--- config.mk ---
export PLATFORM = sky130hd
export DESIGN_NAME = ram_port_arbiter
export DESIGN_NICKNAME = d
export VERILOG_FILES = /design/src/rtl/ram_port_arbiter.sv
export SDC_FILE = /design/constraint.sdc
export NUM_CORES = 1
export LEC_CHECK = 0
export BUFFER_PORTS_ARGS = -buffer_cell sky130_fd_sc_hd__buf_2
export CELL_PAD_IN_SITES_DETAIL_PLACEMENT = 0
export CELL_PAD_IN_SITES_GLOBAL_PLACEMENT = 2
export CORE_MARGIN = 2
export CORE_UTILIZATION = 17
export DETAILED_ROUTE_END_ITERATION = 10
export MAX_ROUTING_LAYER = met4
export PLACE_DENSITY_LB_ADDON = 0.08
export SETUP_SLACK_MARGIN = 0.3
export SYNTH_ARGS = -nofsm -noshare
export SYNTH_HDL_FRONTEND = slang
export SYNTH_SLANG_ARGS = --single-unit
export TNS_END_PERCENT = 50
--- constraint.sdc ---
create_clock -name clk -period 2.7 [get_ports clk]
set_input_delay 0.27 -clock clk [delete_from_list [all_inputs] [get_ports clk]]
set_output_delay 0.27 -clock clk [all_outputs]
set_load 0.02 [all_outputs]
--- src/rtl/ram_port_arbiter.sv ---
// Round-robin arbiter with bounded burst lock sharing one synchronous RAM port between ch0 and ch1.
// Optional grant/stall counters are built when ARB_GRANT_STATS_EN is defined.
module ram_port_arbiter #(
    parameter int DWIDTH      = 32,
    parameter int AWIDTH      = 8,
    parameter int RAM_LATENCY = 1,
    parameter int MAX_BURST   = 4
) (
    input  logic              clk,
    input  logic              reset,
    input  logic              req0_valid,
    output logic              req0_ready,
    input  logic              req0_we,
    input  logic [AWIDTH-1:0] req0_addr,
    input  logic [DWIDTH-1:0] req0_wdata,
    output logic              rsp0_valid,
    output logic [DWIDTH-1:0] rsp0_data,
    input  logic              req1_valid,
    output logic              req1_ready,
    input  logic              req1_we,
    input  logic [AWIDTH-1:0] req1_addr,
    input  logic [DWIDTH-1:0] req1_wdata,
    output logic              rsp1_valid,
    output logic [DWIDTH-1:0] rsp1_data,
    output logic              ram_en,
    output logic              ram_we,
    output logic [AWIDTH-1:0] ram_addr,
    output logic [DWIDTH-1:0] ram_di,
    input  logic [DWIDTH-1:0] ram_do,
`ifdef ARB_GRANT_STATS_EN
    output logic [31:0]       gnt_cnt0,
    output logic [31:0]       gnt_cnt1,
    output logic [31:0]       stall_cnt,
`endif
    output logic [1:0]        dbg_state
);

    localparam logic [1:0] IDLE = 2'd0;
    localparam logic [1:0] OWN0 = 2'd1;
    localparam logic [1:0] OWN1 = 2'd2;
    localparam logic [7:0] MAX_B = 8'(MAX_BURST);

    logic [1:0] state, state_nxt;
    logic       last, last_nxt;
    logic [7:0] burst_cnt, burst_nxt;
    logic       gnt0, gnt1, gnt_any, rd_acc;

    // Handshake: a request transfers in a cycle where reqN_valid and reqN_ready are both high;
    // ready is only ever raised for a valid requester, so every grant is an accept.
    always_comb begin
        gnt0 = 1'b0;
        gnt1 = 1'b0;
        case (state)
            OWN0: begin
                if (req1_valid && (burst_cnt == MAX_B || !req0_valid)) gnt1 = 1'b1;
                else if (req0_valid)                                   gnt0 = 1'b1;
            end
            OWN1: begin
                if (req0_valid && (burst_cnt == MAX_B || !req1_valid)) gnt0 = 1'b1;
                else if (req1_valid)                                   gnt1 = 1'b1;
            end
            default: begin
                if (last) begin
                    if (req0_valid)      gnt0 = 1'b1;
                    else if (req1_valid) gnt1 = 1'b1;
                end else begin
                    if (req1_valid)      gnt1 = 1'b1;
                    else if (req0_valid) gnt0 = 1'b1;
                end
            end
        endcase
        if (reset) begin
            gnt0 = 1'b0;
            gnt1 = 1'b0;
        end
    end

    assign gnt_any = gnt0 | gnt1;

    always_comb begin
        state_nxt = IDLE;
        burst_nxt = 8'd0;
        last_nxt  = last;
        if (gnt_any) begin
            state_nxt = gnt1 ? OWN1 : OWN0;
            last_nxt  = gnt1;
            // Staying with the current owner extends the burst; any handover restarts it.
            if ((gnt0 && state == OWN0) || (gnt1 && state == OWN1))
                burst_nxt = (burst_cnt >= MAX_B) ? MAX_B : burst_cnt + 8'd1;
            else
                burst_nxt = 8'd1;
        end
    end

    always_ff @(posedge clk or posedge reset) begin
        if (reset) begin
            state     <= IDLE;
            last      <= 1'b1;
            burst_cnt <= 8'd0;
        end else begin
            state     <= state_nxt;
            last      <= last_nxt;
            burst_cnt <= burst_nxt;
        end
    end

    assign req0_ready = gnt0;
    assign req1_ready = gnt1;
    assign dbg_state  = state;

    assign ram_en   = gnt_any;
    assign ram_we   = gnt0 ? req0_we    : (gnt1 ? req1_we    : 1'b0);
    assign ram_addr = gnt0 ? req0_addr  : (gnt1 ? req1_addr  : '0);
    assign ram_di   = gnt0 ? req0_wdata : (gnt1 ? req1_wdata : '0);
    assign rd_acc   = gnt_any & ~ram_we;

    // Tag pipeline tracks which requester owns the RAM data arriving RAM_LATENCY cycles later.
    logic [RAM_LATENCY-1:0] tag_v, tag_ch;

    always_ff @(posedge clk or posedge reset) begin
        if (reset) begin
            tag_v  <= '0;
            tag_ch <= '0;
        end else begin
            tag_v[0]  <= rd_acc;
            tag_ch[0] <= gnt1;
            for (int i = 1; i < RAM_LATENCY; i++) begin
                tag_v[i]  <= tag_v[i-1];
                tag_ch[i] <= tag_ch[i-1];
            end
        end
    end

    assign rsp0_valid = tag_v[RAM_LATENCY-1] & ~tag_ch[RAM_LATENCY-1];
    assign rsp1_valid = tag_v[RAM_LATENCY-1] &  tag_ch[RAM_LATENCY-1];
    assign rsp0_data  = rsp0_valid ? ram_do : '0;
    assign rsp1_data  = rsp1_valid ? ram_do : '0;

`ifdef ARB_GRANT_STATS_EN
    logic stall;
    assign stall = (req0_valid & ~gnt0) | (req1_valid & ~gnt1);

    always_ff @(posedge clk or posedge reset) begin
        if (reset) begin
            gnt_cnt0  <= '0;
            gnt_cnt1  <= '0;
            stall_cnt <= '0;
        end else begin
            if (gnt0 && gnt_cnt0 != 32'hFFFF_FFFF)   gnt_cnt0  <= gnt_cnt0 + 32'd1;
            if (gnt1 && gnt_cnt1 != 32'hFFFF_FFFF)   gnt_cnt1  <= gnt_cnt1 + 32'd1;
            if (stall && stall_cnt != 32'hFFFF_FFFF) stall_cnt <= stall_cnt + 32'd1;
        end
    end
`endif

endmodule

## Yosys cells after proc, flatten, opt, wreduce, memory -nomap -nowiden

Cells that the tools add are included.

- $lt $le $gt $ge: 1
- Mux-type cells: 27
- Equality and inequality tests: 3
- Reductions and logical operators: 9
- Bitwise operators: 6
- $add $sub $neg: 1

Operators with widths:

| cell | count |
|---|---|
| two-way mux 32 bit | 4 |
| two-way mux 8 bit | 5 |
| two-way mux 1 bit | 14 |
| adder 8 x 1 -> 8 bit (second input constant) | 1 |
| == test 8 x 3 -> 1 bit (second input constant) | 1 |
| >= comparator 8 x 3 -> 1 bit (second input constant) | 1 |
| logical AND 1 bit | 4 |
| two-way mux 2 bit | 2 |
| case mux 1 bit (2 select lines) | 2 |
| AND 1 bit | 3 |
| logical OR 1 bit | 3 |
| == test 2 x 1 -> 1 bit (second input constant) | 1 |
| == test 2 bit (second input constant) | 1 |
| zero test 1 bit | 2 |
| NOT 1 bit | 2 |
| OR 1 bit | 1 |

- Flip-flop bits (word level): 13
- Output and inout port bits: 112
- Word-level logic and storage cells: 52
- Bits of input ports: 118

## Logic depth before layout (Yosys ltp)

Gate-level depths: netlist of the first run.

- Depth after elaboration: 10
- Mapped depth: 9
- Gate-level depth less buffers: 7

## Worst setup path after synthesis of the first run

No wires, ideal clock.

- Kind: register -> output
- From: register state[0] (netlist: dbg_state[0])
- To: output ram_di[25]
- Data required time: 2.430 ns
- Cell stages (with the launch flop): 10
- Path slack: -0.046 ns
- Arrival: 2.476 ns
- Path buffers: 3
- Cell sequence: dfrtp_1 -> inv_1 -> ha_1 -> clkbuf_1 -> nor3_1 -> and4b_1 -> o211ai_2 -> buf_6 -> buf_8 -> mux2i_1

- Word-level cells in the longest chain between the ends: 5
- Elaborated cells between the ends (all ways): 8
- Classes of those cells: 2 x eq/ne; 6 x mux

RTL lines:

| what | line | text |
|---|---|---|
| start: declaration | 43 | `logic [1:0] state, state_nxt;` |
| start signal: assignment | 101 | `state <= state_nxt;` |
| == test 2 bit or == test 2 x 1 -> 1 bit (tied branches) | 53 | `case (state)` |
| case mux 1 bit (2 select lines) | 53 |  |
| two-way mux 1 bit | 72 | `if (reset) begin` |
| two-way mux 32 bit | 114 | `assign ram_di = gnt0 ? req0_wdata : (gnt1 ? req1_wdata : '0);` |
| two-way mux 32 bit * | 114 |  |
| end: declaration | 28 | `output logic [DWIDTH-1:0] ram_di,` |

Mark *: on every way between the ends. The rest lies on a longest branch, timed or not.

## Worst setup path in the final report of the first run

- From: register state[0] (netlist: dbg_state[0])
- To: output ram_di[17]

The elaborated chain is that of the path after synthesis.

==> results.py, run 1 <==
metrics = {
    "route": {
        "num_vias": 3494,
        "viasPerCell": 4.412,
        "drt_iter0_markers": 111,
        "ant_nets": 0,
        "wl_um": 11130,
        "drc": 0,
        "wl_per_cell_um": 14.05,
        "first_pass_iters": 4,
    },
    "power_and_ir_drop": {
        "power_mw": 2.318,
        "p_leak_nw": 2.675,
        "p_per_area_mw_per_mm2": 492.6,
        "ir_drop_uv": 190.9,
    },
    "timing": {
        "fin_skew_ns": 0.002540,
        "timing.final.ws_setup_ns": -0.04059,
        "finalCritPeriodShare": 1.015,
        "rsz0062_at_grt": "yes",
        "final-max-slew-violation-count": 0,
        "finalHoldViolations": 0,
        "max_freq_mhz": 364.9,
        "setup_viol": 21,
        "fin_crit_ns": 2.741,
    },
    "placement": {
        "preCtsSetupSlack_ns": 0.09748,
        "hpwl_um": 8502,
        "placed_cells": 771,
        "place.gp.congestion": 0.8027,
        "port_buffers": 229,
    },
    "critical_path": {
        "rr_worst_depth": 10,
        "cp-end-kind": "output pin",
        "timing.rr.start": "dbg_state[0]$_DFF_PP0_",
        "cp-endpoint": "ram_di[17]",
        "crit_fanout": 8,
        "worstSetupStartpoint": "dbg_state[0]$_DFF_PP0_",
        "r2r_slack_ns": 0.39,
        "worst_ep_arrival_time_ns": 2.47,
        "critical_path_class": "register to output pin",
        "cp.required_ns": 2.43,
        "reg2reg_to": "tag_v$_DFF_PP0_",
        "worstSetupStartpointType": "register",
        "slowest_delay_ns": 0.49,
        "crit_slowest_cell": "or4b_4",
        "path_cells": "inv_2, ha_4, nor3b_4, or4b_4, o211ai_4, buf_12, buf_16, mux2i_4, buf_6",
    },
    "yosys": {
        "synth_seq_area_share": 0.1312,
        "synth_fa_ha_area_frac": 0.02010,
        "synth-main-ff-cell": "dfrtp_1",
        "syn_inst": 378,
        "synth_edf_count": 0,
        "ys_warn_count": 0,
        "synth_cell_types": 37,
        "synth.area.top_cells": "mux2i_1 (17%), dfrtp_1 (12%), nor4_1 (11%)",
        "synth-simple-area-share": 0.4905,
        "yosys-top-cells-count": "inv_1 (49), nand2_1 (45), nand3_1 (43), mux2i_1 (42), nor4_1 (42)",
        "synth_xor_area_frac": 0,
        "synth_top_family_by_area": "simple AND/OR/NAND/NOR gates",
        "syn_area_mm2": 0.002490,
        "ys_ff_latch": 13,
        "synthMuxAreaShare": 0.1688,
        "synth_most_common_cell": "inv_1",
        "postSynthAreaPerCell_um2": 6.587,
        "synth_compound_area_frac": 0.02663,
        "synth_largest_area_cell": "mux2i_1",
        "synthArstFlopShare": 1.000,
        "yosysTopAreaCellShare": 0.1688,
    },
    "outcome": {
        "status": "finished, violations left",
        "failed_checks": "negative setup slack",
    },
    "floorplanning": {
        "std_cell_rows": 44,
        "die_h_um": 125.0,
        "initial_core_util": 0.1726,
        "dieArea_mm2": 0.01563,
        "core_mm2": 0.01442,
        "io_pins": 230,
        "die_x_um": 125.0,
    },
    "final_layout": {
        "fin_cells": 792,
        "layout-drive-gt1-share": 0.5189,
        "areaGrowthSynthToFinish_pct": 89.05,
        "fin_nets": 730,
    },
    "clock_tree": {
        "cts_max_level": 1,
        "clockRootBuffer": "clkbuf_16",
        "insertion_delay_ns": 0.25,
        "cts_hold_buf": 0,
        "cts_sinks": 13,
        "numCtsBuffers": 3,
        "path_clk_slew_ns": 0.05,
        "tritoncts": "done",
        "clk_path_buf_depth": 2,
    },
    "run": {
        "maxCapViolations": 0,
    },
    "grt": {
        "grt_pass1_wl_um": 17170,
        "antenna_found_initial": 1,
        "grt_max_degree": 35,
        "first_global_vias": 3311,
        "grt.total_usage": 0.1372,
        "grt-ovfl-total": 0,
    },
    "worst_hold_path": {
        "holdCritPathClass": "input port to register",
        "min_path_cells": 2,
        "worstHoldStart": "req0_we",
    },
}
## report_power, final
part	internal (mW)	switching, mW	total [mW]
Sequential	0.232	0.0209	0.253
Combinational	0.813	0.967	1.78
Clock	0.200	0.0855	0.285
Total	1.24	1.07	2.32
## logic make-up (layout without fill, tap and decap cells)
logic type | after synthesis | after routing
flops | 13 | 13
buf+inv | 92 | 317
fa+ha+maj | 4 | 4
compound gates | 7 | 7
other cells | 1 | 6
simple gates | 219 | 219
mux | 42 | 42
## state kept, by name (all words and copies together) (netlist names)
| register | cells |
|---|---|
| burst_cnt | 8 |
| dbg_state | 2 |
| last | 1 |
| tag_ch | 1 |
| tag_v | 1 |
## critical path: cells and delay by family (launching register included)
family / cells / cell delay (ns)
mux: 1 / 0.23
simple gates: 2 / 0.66
buf+inv: 4 / 0.52
flops: 1 / 0.40
fa+ha+maj: 1 / 0.21
compound gates: 1 / 0.19
## cells in the final DEF, fill, tap and decap left out, types with 2 or more instances in the layout
| cell type | count |
|---|---|
| ha_1 | 3 |
| or4b_4 | 2 |
| nor2_1 | 3 |
| inv_1 | 47 |
| buf_16 | 2 |
| buf_6 | 21 |
| inv_2 | 2 |
| dfrtp_2 | 2 |
| dfrtp_1 | 10 |
| nand2_1 | 45 |
| and3_1 | 33 |
| nor4_1 | 41 |
| mux2i_4 | 26 |
| conb_1 | 5 |
| or3_1 | 2 |
| mux2i_1 | 15 |
| clkbuf_16 | 4 |
| nand3_1 | 42 |
| nand3b_1 | 2 |
| buf_12 | 4 |
| or2_2 | 2 |
| buf_4 | 40 |
| buf_2 | 195 |
| and2_1 | 33 |
## layer usage
layer | GRT usage | wire length (µm)
met1 | 0.1627 | 4612
met2 | 0.2462 | 5636
met3 | 0.01669 | 718
met4 | 0.03464 | 163
met5 | - | 0
## final cells by class
type / instances / area (µm²)
antenna: 1 / 2.502
clock buffer: 4 / 78.83
fill: 1623 / 9717
inverter: 49 / 183.9
multi-input combinational: 277 / 2195
sequential: 13 / 329.1
tap: 184 / 230.2
timing repair buffer: 264 / 1688
## worst min path at each step
stage	slack, ns	endpoint
6_report	0.22	tag_v$_DFF_PP0_
5_1_grt	0.22	tag_v$_DFF_PP0_
4_1_cts	0.21	tag_v$_DFF_PP0_
3_5_place_dp	0.48	tag_v$_DFF_PP0_
3_3_place_gp	0.47	tag_ch$_DFF_PP0_
2_1_floorplan	0.35	burst_cnt[0]$_DFF_PP0_
## what timing repair did
| item | 4_1_cts | 5_1_grt |
|---|---|---|
| gates resized for setup | 56 | 14 |
| setup buffers | 9 | 4 |
| pin swaps | 3 | 2 |
| cloned | 2 | 1 |
| setup endpoints to repair | 44 | 45 |
## through the flow
step / util / TNS, ns / cell area [µm²] / hold WS, ns
global route: 0.3263 / -3.890 / 4707 / 0.2184
CTS: 0.3186 / -0.8042 / 4596 / 0.2094
global placement: 0.2925 / 0 / 4219 / 0.4651
detailed placement: 0.2925 / 0 / 4219 / 0.4754
floorplan: - / 0 / 2865 / 0.3465
finish: 0.3263 / -0.4856 / 4707 / 0.2152
Note: power is estimated with default switching activity, not from simulation.
==> run 2: changes to the inputs <==
--- a/config.mk
+++ b/config.mk
@@ -13,7 +13,6 @@
 export DETAILED_ROUTE_END_ITERATION = 10
 export MAX_ROUTING_LAYER = met4
 export PLACE_DENSITY_LB_ADDON = 0.08
-export SETUP_SLACK_MARGIN = 0.3
 export SYNTH_ARGS = -nofsm -noshare
 export SYNTH_HDL_FRONTEND = slang
 export SYNTH_SLANG_ARGS = --single-unit
==> constraint.sdc (replaced) <==
create_clock -name clk -period 2.7 [get_ports clk]
set_input_delay 0.81 -clock clk [delete_from_list [all_inputs] [get_ports clk]]
set_output_delay 0.81 -clock clk [all_outputs]
set_load 0.02 [all_outputs]
==> results.py, run 2 (same netlist as run 1, synthesis figures left out) <==
metrics = {
    "outcome": {
        "status": "finished, violations left",
        "failed_checks": "negative setup slack",
    },
    "power_and_ir_drop": {
        "p_per_area_mw_per_mm2": 487.7,
        "ir_drop_uv": 204.5,
        "p_leak_nw": 2.743,
        "power_mw": 2.386,
    },
    "final_layout": {
        "largest_reg_flops": 8,
        "finalInstanceArea_mm2": 0.004892,
        "final_common_cell": "buf_2",
        "top_register": "burst_cnt",
        "layout-drive-gt1-share": 0.5285,
        "antenna_cells": 0,
        "fillCellCount": 1584,
        "areaGrowthSynthToFinish_pct": 96.48,
        "final_cell_mix": "buf_2 (186), inv_1 (46), nand2_1 (45)",
        "fin_nets": 738,
    },
    "critical_path": {
        "rr_worst_depth": 10,
        "reg2reg_to": "tag_v$_DFF_PP0_",
        "path_common_cell": "buf_12",
        "worstSetupStartpoint": "dbg_state[0]$_DFF_PP0_",
        "worstSetupStartpointType": "register",
        "critical_path_class": "register to output pin",
        "timing.rr.start": "dbg_state[0]$_DFF_PP0_",
        "cp.required_ns": 1.89,
        "cp-end-kind": "output pin",
        "slowest_delay_ns": 0.49,
        "r2r_slack_ns": 0.45,
        "worst_ep_arrival_time_ns": 2.46,
        "crit_slowest_cell": "or4b_4",
        "crit_fanout": 9,
        "path_cells": "inv_2, ha_4, nor3b_4, or4b_4, o211ai_4, buf_12, buf_12, mux2i_4, buf_6",
        "cp-endpoint": "ram_di[30]",
    },
    "grt": {
        "antenna_found_initial": 0,
        "grt.met1_usage": 0.1734,
        "met3_usage": 0.01926,
        "grt_pass1_wl_um": 17950,
        "first_global_vias": 3376,
        "use_met2": 0.2522,
        "busiest_layer": "met2",
        "grt_max_degree": 34,
        "grt.total_usage": 0.1419,
        "grt-ovfl-total": 0,
    },
    "floorplanning": {
        "core_mm2": 0.01442,
        "std_cell_rows": 44,
        "die_h_um": 125.0,
        "die_x_um": 125.0,
        "initial_core_util": 0.1726,
        "io_pins": 230,
        "dieArea_mm2": 0.01563,
    },
    "worst_hold_path": {
        "min_path_cells": 1,
        "holdCritPathClass": "register to register",
        "worstHoldStart": "last$_DFFE_PP1P_",
    },
    "clock_tree": {
        "cts_sinks": 13,
        "clk_path_buf_depth": 2,
        "tritoncts": "done",
        "numCtsBuffers": 3,
        "insertion_delay_ns": 0.24,
        "path_clk_slew_ns": 0.05,
        "clockRootBuffer": "clkbuf_16",
        "cts_max_level": 1,
    },
    "route": {
        "num_vias": 3507,
        "wl_um": 11120,
        "drc": 0,
        "ant_nets": 0,
        "viasPerCell": 4.389,
        "wl_per_cell_um": 13.92,
        "first_pass_iters": 4,
        "drt_iter0_markers": 161,
    },
    "timing": {
        "tightest_slew_ns": 0.5026,
        "final-max-slew-violation-count": 0,
        "fin_crit_ns": 3.272,
        "setup_viol": 44,
        "max_freq_mhz": 305.6,
        "slew_headroom": 0.6649,
        "timing.final.ws_setup_ns": -0.5719,
        "finalHoldViolations": 0,
        "fin_skew_ns": 0.004795,
        "rsz0062_at_grt": "yes",
        "finalCritPeriodShare": 1.212,
    },
    "placement": {
        "place.gp.congestion": 0.8016,
        "port_buffers": 229,
        "hpwl_um": 8748,
        "preCtsSetupSlack_ns": -0.6426,
        "placed_cell_area_mm2": 0.004394,
    },
    "run": {
        "maxCapViolations": 0,
    },
}
-- run 2: changes by cell type in the layout (fill, tap and decap cells not counted), moves of 2 or more --
| cell | before | now |
|---|---|---|
| buf_12 | 4 | 8 |
| buf_16 | 2 | 4 |
| buf_2 | 195 | 186 |
| buf_4 | 40 | 44 |
| buf_6 | 21 | 30 |
| mux2i_1 | 15 | 13 |
| mux2i_2 | 1 | 3 |
-- run 2: metrics by stage --
step | util | cells | hold slack (ns) | setup TNS [ns]
4_1_cts | 0.3397 | 800 | 0.5207 | -23.54
6_report | 0.3392 | 799 | 0.5207 | -23.52
2_1_floorplan | - | 382 | 0.4955 | -15.04
5_1_grt | 0.3392 | 799 | 0.5324 | -28.03
3_3_place_gp | 0.3047 | 786 | 0.5089 | -25.48
3_5_place_dp | 0.3047 | 786 | 0.5132 | -25.21
-- run 2: worst min-delay path by stage --
stage	endpoint	slack (ns)
4_1_cts	last$_DFFE_PP1P_	0.52
2_1_floorplan	last$_DFFE_PP1P_	0.50
5_1_grt	last$_DFFE_PP1P_	0.53
6_report	last$_DFFE_PP1P_	0.52
3_5_place_dp	last$_DFFE_PP1P_	0.51
3_3_place_gp	last$_DFFE_PP1P_	0.51
-- run 2: layout make-up --
type,instances,area (µm²),share of cell area
Inverter,49,183.9,0.03760
Clock buffer,4,78.83,0.01611
Sequential cell,13,329.1,0.06726
Multi-Input combinational cell,277,2201,0.4499
Tap cell,184,230.2,0.04706
Timing Repair Buffer,272,1869,0.3821
-- run 2: report_power, final --
group	switching [mW]	leakage (nW)	internal [mW]
combinational	0.975	2.54	0.876
sequential	0.0193	0.160	0.232
clock	0.0832	0.0382	0.199
total	1.08	2.74	1.31
-- run 2: what timing repair did --
item                       CTS  global route
cloned                       3             0
setup buffers                7             0
gates resized for setup     84             6
hold buffers                 0             0
hold endpoints to repair     0             0
setup endpoints to repair   44            44
pin swaps                    4             3
-- run 2: critical path, delay by kind of cell, from the launching register on --
| kind | cells | cell delay, ns |
|---|---|---|
| and+or+nand+nor | 2 | 0.68 |
| AOI/OAI and AO/OA | 1 | 0.11 |
| DFF | 1 | 0.41 |
| buffers and inverters | 4 | 0.57 |
| muxes | 1 | 0.24 |
| adders and majority gates | 1 | 0.20 |
-- run 2: layer usage --
layer	up-vias	part of all wire	routed length (µm)
li1	1769	-	-
met1	1578	0.42	4691
met2	155	0.51	5649
met3	5	0.064	715
met4	0	0.0058	64
met5	-	0	0
